**src/rtl/gf_pkg.sv**
```systemverilog
// Shared constants and state encoding for the iterative AES-field GF(2^8) multiplier.
package gf_pkg;

  localparam int         GF_WIDTH = 8;
  localparam logic [7:0] GF_POLY  = 8'h1B;

  typedef enum logic [1:0] {
    IDLE = 2'd0,
    RUN  = 2'd1,
    DONE = 2'd2
  } gf_state_t;

endpackage

```
**src/rtl/gf_xtime.sv**
```systemverilog
// Combinational multiply-by-x in GF(2^8): shift left, fold the dropped x^8 term back in via POLY.
module gf_xtime
  import gf_pkg::*;
#(
  parameter int               WIDTH = GF_WIDTH,
  parameter logic [WIDTH-1:0] POLY  = GF_POLY
) (
  input  logic [WIDTH-1:0] a,
  output logic [WIDTH-1:0] y
);

  assign y = {a[WIDTH-2:0], 1'b0} ^ (a[WIDTH-1] ? POLY : {WIDTH{1'b0}});

endmodule

```
**src/rtl/gf_mult_iter.sv**
```systemverilog
// Iterative shift-and-add GF(2^8) multiplier, one multiplier bit per RUN cycle, valid/ready on both sides.
module gf_mult_iter
  import gf_pkg::*;
#(
  parameter int               WIDTH = GF_WIDTH,
  parameter logic [WIDTH-1:0] POLY  = GF_POLY
) (
  input  logic             clk,
  input  logic             rst,
  input  logic             in_valid,
  output logic             in_ready,
  input  logic [WIDTH-1:0] in1,
  input  logic [WIDTH-1:0] in2,
  output logic             out_valid,
  input  logic             out_ready,
  output logic [WIDTH-1:0] out
);

  gf_state_t        state;
  logic [WIDTH-1:0] a;
  logic [WIDTH-1:0] b;
  logic [WIDTH-1:0] acc;
  logic [2:0]       count;
  logic [WIDTH-1:0] a_x;
  logic [WIDTH-1:0] acc_next;

  gf_xtime #(
    .WIDTH (WIDTH),
    .POLY  (POLY)
  ) u_xtime (
    .a (a),
    .y (a_x)
  );

  assign acc_next = acc ^ (b[0] ? a : {WIDTH{1'b0}});

  // Fixed 8-cycle run: no early exit, so latency never depends on the operands.
  always_ff @(posedge clk) begin
    if (rst) begin
      state     <= IDLE;
      in_ready  <= 1'b1;
      out_valid <= 1'b0;
      out       <= '0;
      a         <= '0;
      b         <= '0;
      acc       <= '0;
      count     <= '0;
    end else begin
      case (state)
        IDLE: begin
          if (in_valid) begin
            a        <= in1;
            b        <= in2;
            acc      <= '0;
            count    <= '0;
            in_ready <= 1'b0;
            state    <= RUN;
          end
        end
        RUN: begin
          a     <= a_x;
          b     <= b >> 1;
          acc   <= acc_next;
          count <= count + 3'd1;
          if (count == 3'd7) begin
            out       <= acc_next;
            out_valid <= 1'b1;
            state     <= DONE;
          end
        end
        DONE: begin
          if (out_ready) begin
            out_valid <= 1'b0;
            in_ready  <= 1'b1;
            state     <= IDLE;
          end
        end
        default: begin
          out_valid <= 1'b0;
          in_ready  <= 1'b1;
          state     <= IDLE;
        end
      endcase
    end
  end

endmodule
```
**config.mk**
```make
export PLATFORM = sky130hd
export DESIGN_NAME = gf_mult_iter
export DESIGN_NICKNAME = d
export VERILOG_FILES = /design/src/rtl/gf_pkg.sv /design/src/rtl/gf_xtime.sv /design/src/rtl/gf_mult_iter.sv
export SDC_FILE = /design/constraint.sdc
export NUM_CORES = 1
export LEC_CHECK = 0
export CAP_MARGIN = 30
export CORE_ASPECT_RATIO = 0.5
export CORE_UTILIZATION = 55
export DETAILED_ROUTE_END_ITERATION = 10
export PLACE_DENSITY = 0.93
export SLEW_MARGIN = 20
export SYNTH_ARGS = -nofsm -noshare
export SYNTH_HDL_FRONTEND = slang
export SYNTH_SLANG_ARGS = --single-unit
```
**constraint.sdc**
```tcl
create_clock -name clk -period 3.7 [get_ports clk]
set_input_delay 0.37 -clock clk [delete_from_list [all_inputs] [get_ports clk]]
set_output_delay 0.37 -clock clk [all_outputs]
set_load 0.005 [all_outputs]
```
==> results of run 1 <==
## state kept, by name, summed over array words and instances (netlist names)
signal,flops
in_ready,1
out,8
a,8
out_valid,1
acc,8
count,3
b,8
state,2
## final timing paths
path | from | end | slack, ns | depth (start not counted)
worst max register to register | state[0]$_SDFFE_PP0P_ | out[2]$_SDFFE_PP0P_ | 1.82 | 3
worst max-delay path | state[0]$_SDFFE_PP0P_ | out[2]$_SDFFE_PP0P_ | 1.82 | 3
worst min-delay path | count[0]$_SDFFE_PP0P_ | count[0]$_SDFFE_PP0P_ | 0.49 | 1
worst min register to register | count[0]$_SDFFE_PP0P_ | count[0]$_SDFFE_PP0P_ | 0.49 | 1
## placed cells by master (no fill, tap or decap), types with 3 or more instances in the layout
master	n
o21ai_0	6
dfxtp_1	39
clkdlybuf4s50_1	29
a21oi_1	14
a211oi_2	8
xnor2_1	3
nor2_1	33
inv_1	5
a31oi_1	8
a211oi_1	21
xor2_1	8
o2bb2ai_1	4
clkbuf_8	5
o22ai_1	6
a221o_1	3
nand2_1	8
## worst max-delay path: stages, from the launching register on
cell	delay (ns)
dfxtp_1	0.66
and3b_1	0.78
nor2_1	0.13
a211oi_2	0.22
## metrics by stage
step,hold slack [ns],cells,setup slack [ns],utilization,power [W]
floorplan,0.444,206,2.33,-,0.000567
global placement,0.456,257,1.64,0.671,0.000596
finish,0.491,266,1.82,0.701,0.000875
global route,0.520,266,1.63,0.701,0.000908
CTS,0.485,265,1.82,0.697,0.000872
detailed placement,0.469,257,1.60,0.671,0.000603
## power groups by stage
stage / combinational [W] / sequential [W] / clock, W
finish: 0.000126 / 0.000471 / 0.000278
global route: 0.000138 / 0.000475 / 0.000295
CTS: 0.000124 / 0.000470 / 0.000278
detailed placement: 0.000123 / 0.000480 / 0
global placement: 0.000118 / 0.000478 / 0
floorplan: 0.000103 / 0.000465 / 0
## cells in the mapped netlist
cell	number
or3b_2	2
or3b_1	1
nand3b_1	1
a211oi_2	8
nor3b_1	1
and3b_1	1
o31ai_1	1
buf_4	4
o21bai_2	1
a22oi_1	2
a21o_1	1
nand2_1	8
a31oi_1	8
a211oi_1	21
buf_1	2
inv_1	5
buf_2	6
dfxtp_1	39
a22o_1	2
nand2b_1	1
or2_2	1
o22ai_1	6
nor2_1	33
xor2_1	8
ha_1	2
nor2b_4	1
buf_6	5
a221o_1	3
xnor2_1	3
o21ba_2	1
nor2b_1	2
a21oi_1	14
clkbuf_1	2
o2bb2ai_1	4
o21ai_0	6
## layout make-up
type | instances | area share
Multi-Input combinational cell | 143 | 0.431
Clock buffer | 7 | 0.0349
Tap cell | 40 | 0.0229
Inverter | 5 | 0.00858
Timing Repair Buffer | 31 | 0.143
Clock inverter | 1 | 0.00229
Sequential cell | 39 | 0.357
## layer usage
metal	wire length [um]	global-route usage
met1	1840	0.298
met2	1770	0.350
met3	197	0.0603
met4	81	0.112
met5	0	0
## kinds of logic (layout without fill, tap and decap cells)
family / after synthesis / after routing / share of synthesized area
xor gates and xnor gates: 11 / 11 / 0.0514
and+or+nand+nor: 52 / 52 / 0.130
adders and majority gates: 2 / 2 / 0.0133
buffers and inverters: 24 / 44 / 0.0801
AOI/OAI and AO/OA: 78 / 78 / 0.309
DFF: 39 / 39 / 0.417
==> key figures, run 1 <==
Clock tree
  • CTS root buffer: clkbuf_8
  • Max clock buf depth: 2
  • CTS tree: built
  • Clock-pin slew of the registers on the worst-case setup and hold paths: 0.07 ns
  • Clock sinks: 39
  • Post-CTS Hold Fix Bufs: 0
  • Post CTS Setup Buffer Count: 0
  • H-tree depth: 2
  • # resized after CTS: 0
  • Num CTS Buffers: 5
  • Latest clock arrival within the worst-skew pair: 0.30 ns

Global route
  • All-Layer GR Usage: 0.227
  • Grt ovf: 0
  • Antenna violations before repair: 0
  • Pin count of the biggest net entering global routing: 30
  • First-pass GRT wire length: 6.29 mm
  • Vias in the first global route: 1,403

STA
  • Final Slew Violations: 0
  • Sum Neg Setup Slack: 0 ns
  • Setup Skew: 0.00602 ns
  • Min cycle time layout: 1.88 ns
  • RSZ-0062 raised after global routing: no
  • Slew headroom: 0.451
  • Final hold vios: 0
  • Setup violations, final: 0
  • Worst-Margin Slew: ~0.8 ns
  • Max Fclk: 531 MHz
  • Fin crit share: 0.509

Logic synthesis
  • Synthesized Nets: 228
  • Area leader, netlist: dfxtp_1
  • Synth Cell Area: 1870 sq um
  • Synth Register Bits: 39
  • Top post-synthesis cells by area: dfxtp_1 42%, a211oi_1 8.4%, nor2_1 6.6%
  • Post-synth cell types: 35
  • Synthesized area per cell: 9.10 sq um
  • Post-synth top area share: 0.417
  • Register area share after synthesis: 0.417
  • Total of warnings raised by yosys: 0
  • Post-Synthesis Cells: slightly above 200

Critical path
  • CP max FO: 18
  • CP Capture Type: register
  • CP Class: register to register
  • CP arrival: 2.10 ns
  • CP Data Required Time: 3.92 ns
  • CP Launch Type: register

Finish
  • Fillers: 233
  • Area grow syn2layout: 16.7%
  • Multi-input logic area: 943 sq um
  • Fin nets: 247
  • Register Area: between 700 and 800 sq um
  • Inserted Diodes: 0
  • Layout cells sized above 1: 0.0973
  • Post-route design area: 2190 sq um

Job
  • Max Cap Viol: 0

Die
  • Core box area: 3120 sq um
  • Starting density of the core: 0.601
  • Die width: 84.6 um
  • IO Pins: 30
  • Chip height: 43.3 um
  • Core Rows: 14
  • DIE AREA: 3660 sq um

Placement
  • Dpl hpwl: 2.63 mm
  • Placed Area: about 2100 sq um
  • Port bufs: 29
  • GP Congestion: 0.759

Pwr
  • P_leak: 0.763 nW
  • Power Dens Cells: 400 nW/um^2
  • NetSw: 0.000237 W
  • Flop pwr share: 0.539
  • Clock Power Share: 0.318
  • Logic pwr share: 0.144
  • Switching Share: 0.271
  • Worst VDD drop: approximately 0.28 mV
  • Int Power: 0.000638 W

Route
  • First-pass iteration count of the detailed router: 7
  • WL/cell: between 10 and 15 um
  • DRT iter0 DRCs: 90
  • Via count: ~1,600
  • Via/cell ratio: just under 6
  • DRC Markers: 6
  • Routed WL: 3.89 mm
  • Detail Route Antenna Nets: 0

Hold path
  • Worst hold path class: register to register

Status
  • Failing checks: DRC
  • Status: finished, violations left
Note: power is estimated with default switching activity, not from simulation.
==> run 2, diff against run 1 <==
--- a/config.mk
+++ b/config.mk
@@ -7,9 +7,9 @@
 export LEC_CHECK = 0
 export CAP_MARGIN = 30
 export CORE_ASPECT_RATIO = 0.5
-export CORE_UTILIZATION = 55
+export CORE_UTILIZATION = 47
 export DETAILED_ROUTE_END_ITERATION = 10
-export PLACE_DENSITY = 0.93
+export PLACE_DENSITY = 0.85
 export SLEW_MARGIN = 20
 export SYNTH_ARGS = -nofsm -noshare
 export SYNTH_HDL_FRONTEND = slang
==> constraint.sdc (replaced) <==
create_clock -name clk -period 1.7 [get_ports clk]
set_input_delay 0.17 -clock clk [delete_from_list [all_inputs] [get_ports clk]]
set_output_delay 0.17 -clock clk [all_outputs]
set_load 0.005 [all_outputs]
==> run 2 against run 1 <==
The flow now finishes without violations. Sequential share of layout area decreased by 1.5 points. Cell area is 4.5% higher. Combinational power is 130% higher. Count of clock-buffer cells in the layout is 1 lower. Non-clock buffer count grew 4. Critical path type unchanged. Critical endpoint is now out[7]$_SDFFE_PP0P_. Largest power group unchanged.
==> key figures, run 2 (synthesis results as in run 1) <==
Status
  • Status: completed

Route
  • Via/cell ratio: 5.64
  • DRC Markers: 0
  • Detail Route Antenna Nets: 0
  • DRT iter0 DRCs: 62
  • WL/cell: 13.9 um
  • First-pass iteration count of the detailed router: 4
  • Via count: 1,586
  • Routed WL: 3.92 mm

Global route
  • Met2 GRT Util: 0.364
  • GR Layer Usage met3: 0.0495
  • First-pass GRT wire length: 6.49 mm
  • GR peak layer: met2
  • Vias in the first global route: 1,421
  • Grt ovf: 0
  • Pin count of the biggest net entering global routing: between 40 and 50
  • Antenna violations before repair: 0
  • All-Layer GR Usage: 0.203
  • Met1 Resource Use GR: 0.242

Finish
  • Fin nets: 251
  • Commonest cells after routing, fill and taps aside: 39 x dfxtp_1, 33 x nor2_1, 29 x clkdlybuf4s50_1, 21 x a211oi_1, 14 x a21oi_1
  • Layout cells sized above 1: 0.122
  • Fillers: roughly 270
  • Area grow syn2layout: 21.9%
  • Commonest non-fill, non-tap cell in the layout: dfxtp_1
  • Inserted Diodes: 0
  • Final Non-Filler Cells: 281

Critical path
  • CP Launch Type: register
  • CP Class: register to register
  • CP Capture Type: register
  • CP Data Required Time: 1.92 ns
  • CP arrival: 1.65 ns
  • CP max FO: 18

STA
  • Setup violations, final: 0
  • Max Fclk: 700 MHz
  • Min cycle time layout: 1.43 ns
  • RSZ-0062 raised after global routing: no
  • Fin crit share: 0.840
  • Worst-Margin Slew: 0.530 ns
  • Sum Neg Setup Slack: 0 ns
  • Final hold vios: 0
  • Setup Skew: 0.00592 ns
  • Final Slew Violations: 0
  • Slew headroom: 0.646

Clock tree
  • Num CTS Buffers: 5
  • H-tree depth: 2
  • Latest clock arrival within the worst-skew pair: 0.30 ns
  • CTS tree: built
  • Clock sinks: 39
  • Clock-pin slew of the registers on the worst-case setup and hold paths: 0.08 ns
  • Post CTS Setup Buffer Count: 0
  • Post-CTS Hold Fix Bufs: 0
  • # resized after CTS: 0
  • Max clock buf depth: 2
  • CTS root buffer: clkbuf_8

Die
  • Starting density of the core: 0.517
  • Core Rows: 15
  • DIE AREA: 4260 sq um
  • Die width: 91.3 um
  • Core box area: around 3600 sq um
  • IO Pins: 30
  • Chip height: 46.7 um

Placement
  • Dpl hpwl: 2.65 mm
  • Cell count after placement: 273
  • GP Congestion: 0.786
  • Port bufs: 29

Pwr
  • Power Dens Cells: 926 nW/um^2
  • P_leak: 0.808 nW
  • Worst VDD drop: 0.543 mV

Hold path
  • Worst hold path class: register to register

Job
  • Max Cap Viol: 0
[run 2: cell count changes in the layout (fill, tap and decap cells not counted), sizes merged]
cell,delta
buf,+4
bufinv,+1
clkbuf,-1
[run 2: through the flow]
stage / util / setup slack, ns / hold WS (ns) / total power, W / instance area [sq um]
2_1_floorplan: - / 0.332 / 0.331 / 0.00123 / 1870
3_3_place_gp: 0.598 / 0.117 / 0.464 / 0.00131 / 2170
3_5_place_dp: 0.598 / 0.0766 / 0.473 / 0.00132 / 2170
4_1_cts: 0.631 / 0.262 / 0.483 / 0.00211 / 2280
5_1_grt: 0.631 / 0.181 / 0.500 / 0.00219 / 2280
6_report: 0.631 / 0.272 / 0.479 / 0.00211 / 2280
[run 2: path summary, 6_finish.rpt]
| path | from | to | slack (ns) | depth (start not counted) |
|---|---|---|---|---|
| max | count[0]$_SDFFE_PP0P_ | out[7]$_SDFFE_PP0P_ | 0.27 | 6 |
| min | count[0]$_SDFFE_PP0P_ | count[0]$_SDFFE_PP0P_ | 0.48 | 1 |
| max reg2reg | count[0]$_SDFFE_PP0P_ | out[7]$_SDFFE_PP0P_ | 0.27 | 6 |
| min reg2reg | count[0]$_SDFFE_PP0P_ | count[0]$_SDFFE_PP0P_ | 0.48 | 1 |
[run 2: per-layer routing]
layer,vias to the layer above,wire length [um],share of wire
met5,-,0,0
met4,0,68,0.017
met3,10,155,0.040
met2,39,1780,0.45
met1,749,1920,0.49
li1,788,-,-
[run 2: cell type report]
type	count	area, sq um	area share
Multi-Input combinational cell	143	943	0.413
Sequential cell	39	781	0.342
Timing Repair Buffer	35	360	0.158
Clock buffer	6	82.6	0.0361
Tap cell	51	63.8	0.0279
Clock inverter	2	35.0	0.0153
Inverter	5	18.8	0.00821
[run 2: power breakdown]
| group | internal [W] | switching, W | leakage, nW |
|---|---|---|---|
| combinational | 0.000145 | 0.000141 | 0.427 |
| clock | 0.000475 | 0.000334 | 0.0612 |
| sequential | 0.000962 | 0.0000577 | 0.319 |
| total | 0.00158 | 0.000532 | 0.808 |
[run 2: critical path, cell delays in order (launching register included)]
cell and delay (ns):
dfxtp_1 0.36, ha_1 0.15, ha_1 0.19, and3b_1 0.22, buf_12 0.17, nor2_1 0.06, a211oi_2 0.19
==> edit, RTL diff (settings of run 2) <==
`GF_WIDTH`: 8 -> 6.
--- a/src/rtl/gf_pkg.sv
+++ b/src/rtl/gf_pkg.sv
@@ -3,3 +3,3 @@
 
-  localparam int         GF_WIDTH = 8;
+  localparam int         GF_WIDTH = 6;
   localparam logic [7:0] GF_POLY  = 8'h1B;
Interface: changed (resized in1, in2 and out); port bits go from 30 to 24. The function was not compared with the original's and may differ.
==> edit against run 2 <==
Fmax shrank 0.76%; setup slack lost 0.011 ns; power shrank 23%; sequential share of layout area grew 1.0 points; via count shrank 21%; die area shrank 24%; non-clock buffer count shrank 5; routed wire length shrank 25%; synthesized area shrank 25%; sequential cell count shrank 8; cell area shrank 23%; clock skew is essentially flat; critical path type unchanged.
==> edit: results (changes against run 2) <==
CP arrival 1.63 ns (was 1.65 ns); final net count 201 (was 251); maximum fanout along the worst path 14 (was 18); count of input and output buffers 23 (was 29); First DRT Iteration DRCs 68 (was 62); routed wire length 2960 µm (was 3920 µm); Max VDD drop 0.380 mV (was 0.543 mV); first-pass GRT wire length 4830 µm (was 6490 µm); vias in the first global route 1,022 (was 1,421); adder and majority cell fraction of the synthesized area 1.78% (was 1.34%); Cells after Synth 159 (was 206); Post-DP HPWL 2120 µm (was 2650 µm); Slew HR 58.6% (was 64.6%); share of layout cells above drive strength 1 12.0% (was 12.2%); Synth top cells by count dfxtp_1 (31), nor2_1 (26), a211oi_1 (13) (was dfxtp_1 (39), nor2_1 (33), a211oi_1 (21)); Mapped Nets 177 (was 228); clock latency on the worst-skew pair 0.28 ns (was 0.30 ns); largest net degree at the start of global routing 20 (was 41); static leakage 0.621 nW (was 0.808 nW); # placed instances 213 (was 273); WHS Path Cells 2 (was 1); outcome finished, final reports clean (unchanged); post-synthesis mux area share 0.710% (was 0%); top post-synthesis cells by area dfxtp_1 (44%), a211oi_1 (6.9%), nor2_1 (6.9%), a21oi_1 (3.2%), nand2_1 (3.2%) (was dfxtp_1 (42%), a211oi_1 (8.4%), nor2_1 (6.6%), a211oi_2 (5.3%), a21oi_1 (3.7%)); Synth Area in Compound Gates 27.7% (was 30.9%); routability congestion estimate 0.794 (was 0.786); worst reg2reg endpoint out[4] (was out[7]); sequential share of the synthesized area 44.0% (was 41.7%); xor and xnor area share after synthesis 2.49% (was 5.14%); GRT Overall Usage 21.1% (was 20.3%)
-- edit: worst min path at each step --
stage                         start        to  slack, ns
after floorplan           out_ready  in_ready       0.32
after global placement       acc[4]    acc[4]       0.47
after detailed placement     acc[2]    out[2]       0.48
after CTS                    acc[0]    out[0]       0.49
after global routing         acc[5]    acc[5]       0.51
final                        acc[2]    out[2]       0.49
-- edit: kinds of logic (layout without fill, tap and decap cells) --
kind of cell | after synthesis | count (layout)
flip-flops | 31 | 31
XOR/XNOR | 4 | 4
adder cells (fa/ha/maj) | 2 | 2
multiplexers | 1 | 1
AND/OR/NAND/NOR | 53 | 53
buffers and inverters | 16 | 41
AO/OA/AOI/OAI | 52 | 52
-- edit: cell type report --
type / instances / area [µm²]
Multi-Input combinational cell: 112 / 703
Sequential cell: 31 / 621
Fill cell: 207 / 952
Timing Repair Buffer: 30 / 283
Clock buffer: 8 / 100
Tap cell: 37 / 46.3
Inverter: 3 / 11.3
-- edit: critical path: stages, from the launching register on --
cell and delay, ns:
dfxtp_1 0.35, ha_1 0.15, ha_1 0.16, and3b_2 0.37, nor2_1 0.08, a311oi_2 0.24
-- edit: metrics by stage --
stage	worst slack, ns	total power, mW	area (µm²)	hold slack [ns]	util, %
after floorplan	0.326	0.937	1410	0.320	-
after global placement	0.184	1.01	1660	0.472	61.2
after detailed placement	0.0946	1.01	1660	0.484	61.2
after CTS	0.0850	1.65	1760	0.493	64.9
after global routing	0.124	1.70	1760	0.508	64.9
final	0.261	1.64	1760	0.490	64.9
-- edit: power by group --
group | internal, mW | switching [mW] | leakage [nW]
clock network | 0.369 | 0.269 | 0.0515
logic | 0.107 | 0.0981 | 0.316
registers | 0.762 | 0.0321 | 0.254
-- edit: metal layers --
metal	up-vias	GRT usage, %	share of wire, %
li1	622	-	-
met1	599	27.5	49
met2	23	32.3	44
met3	7	6.00	3.9
met4	0	12.3	2.2
met5	-	0	0
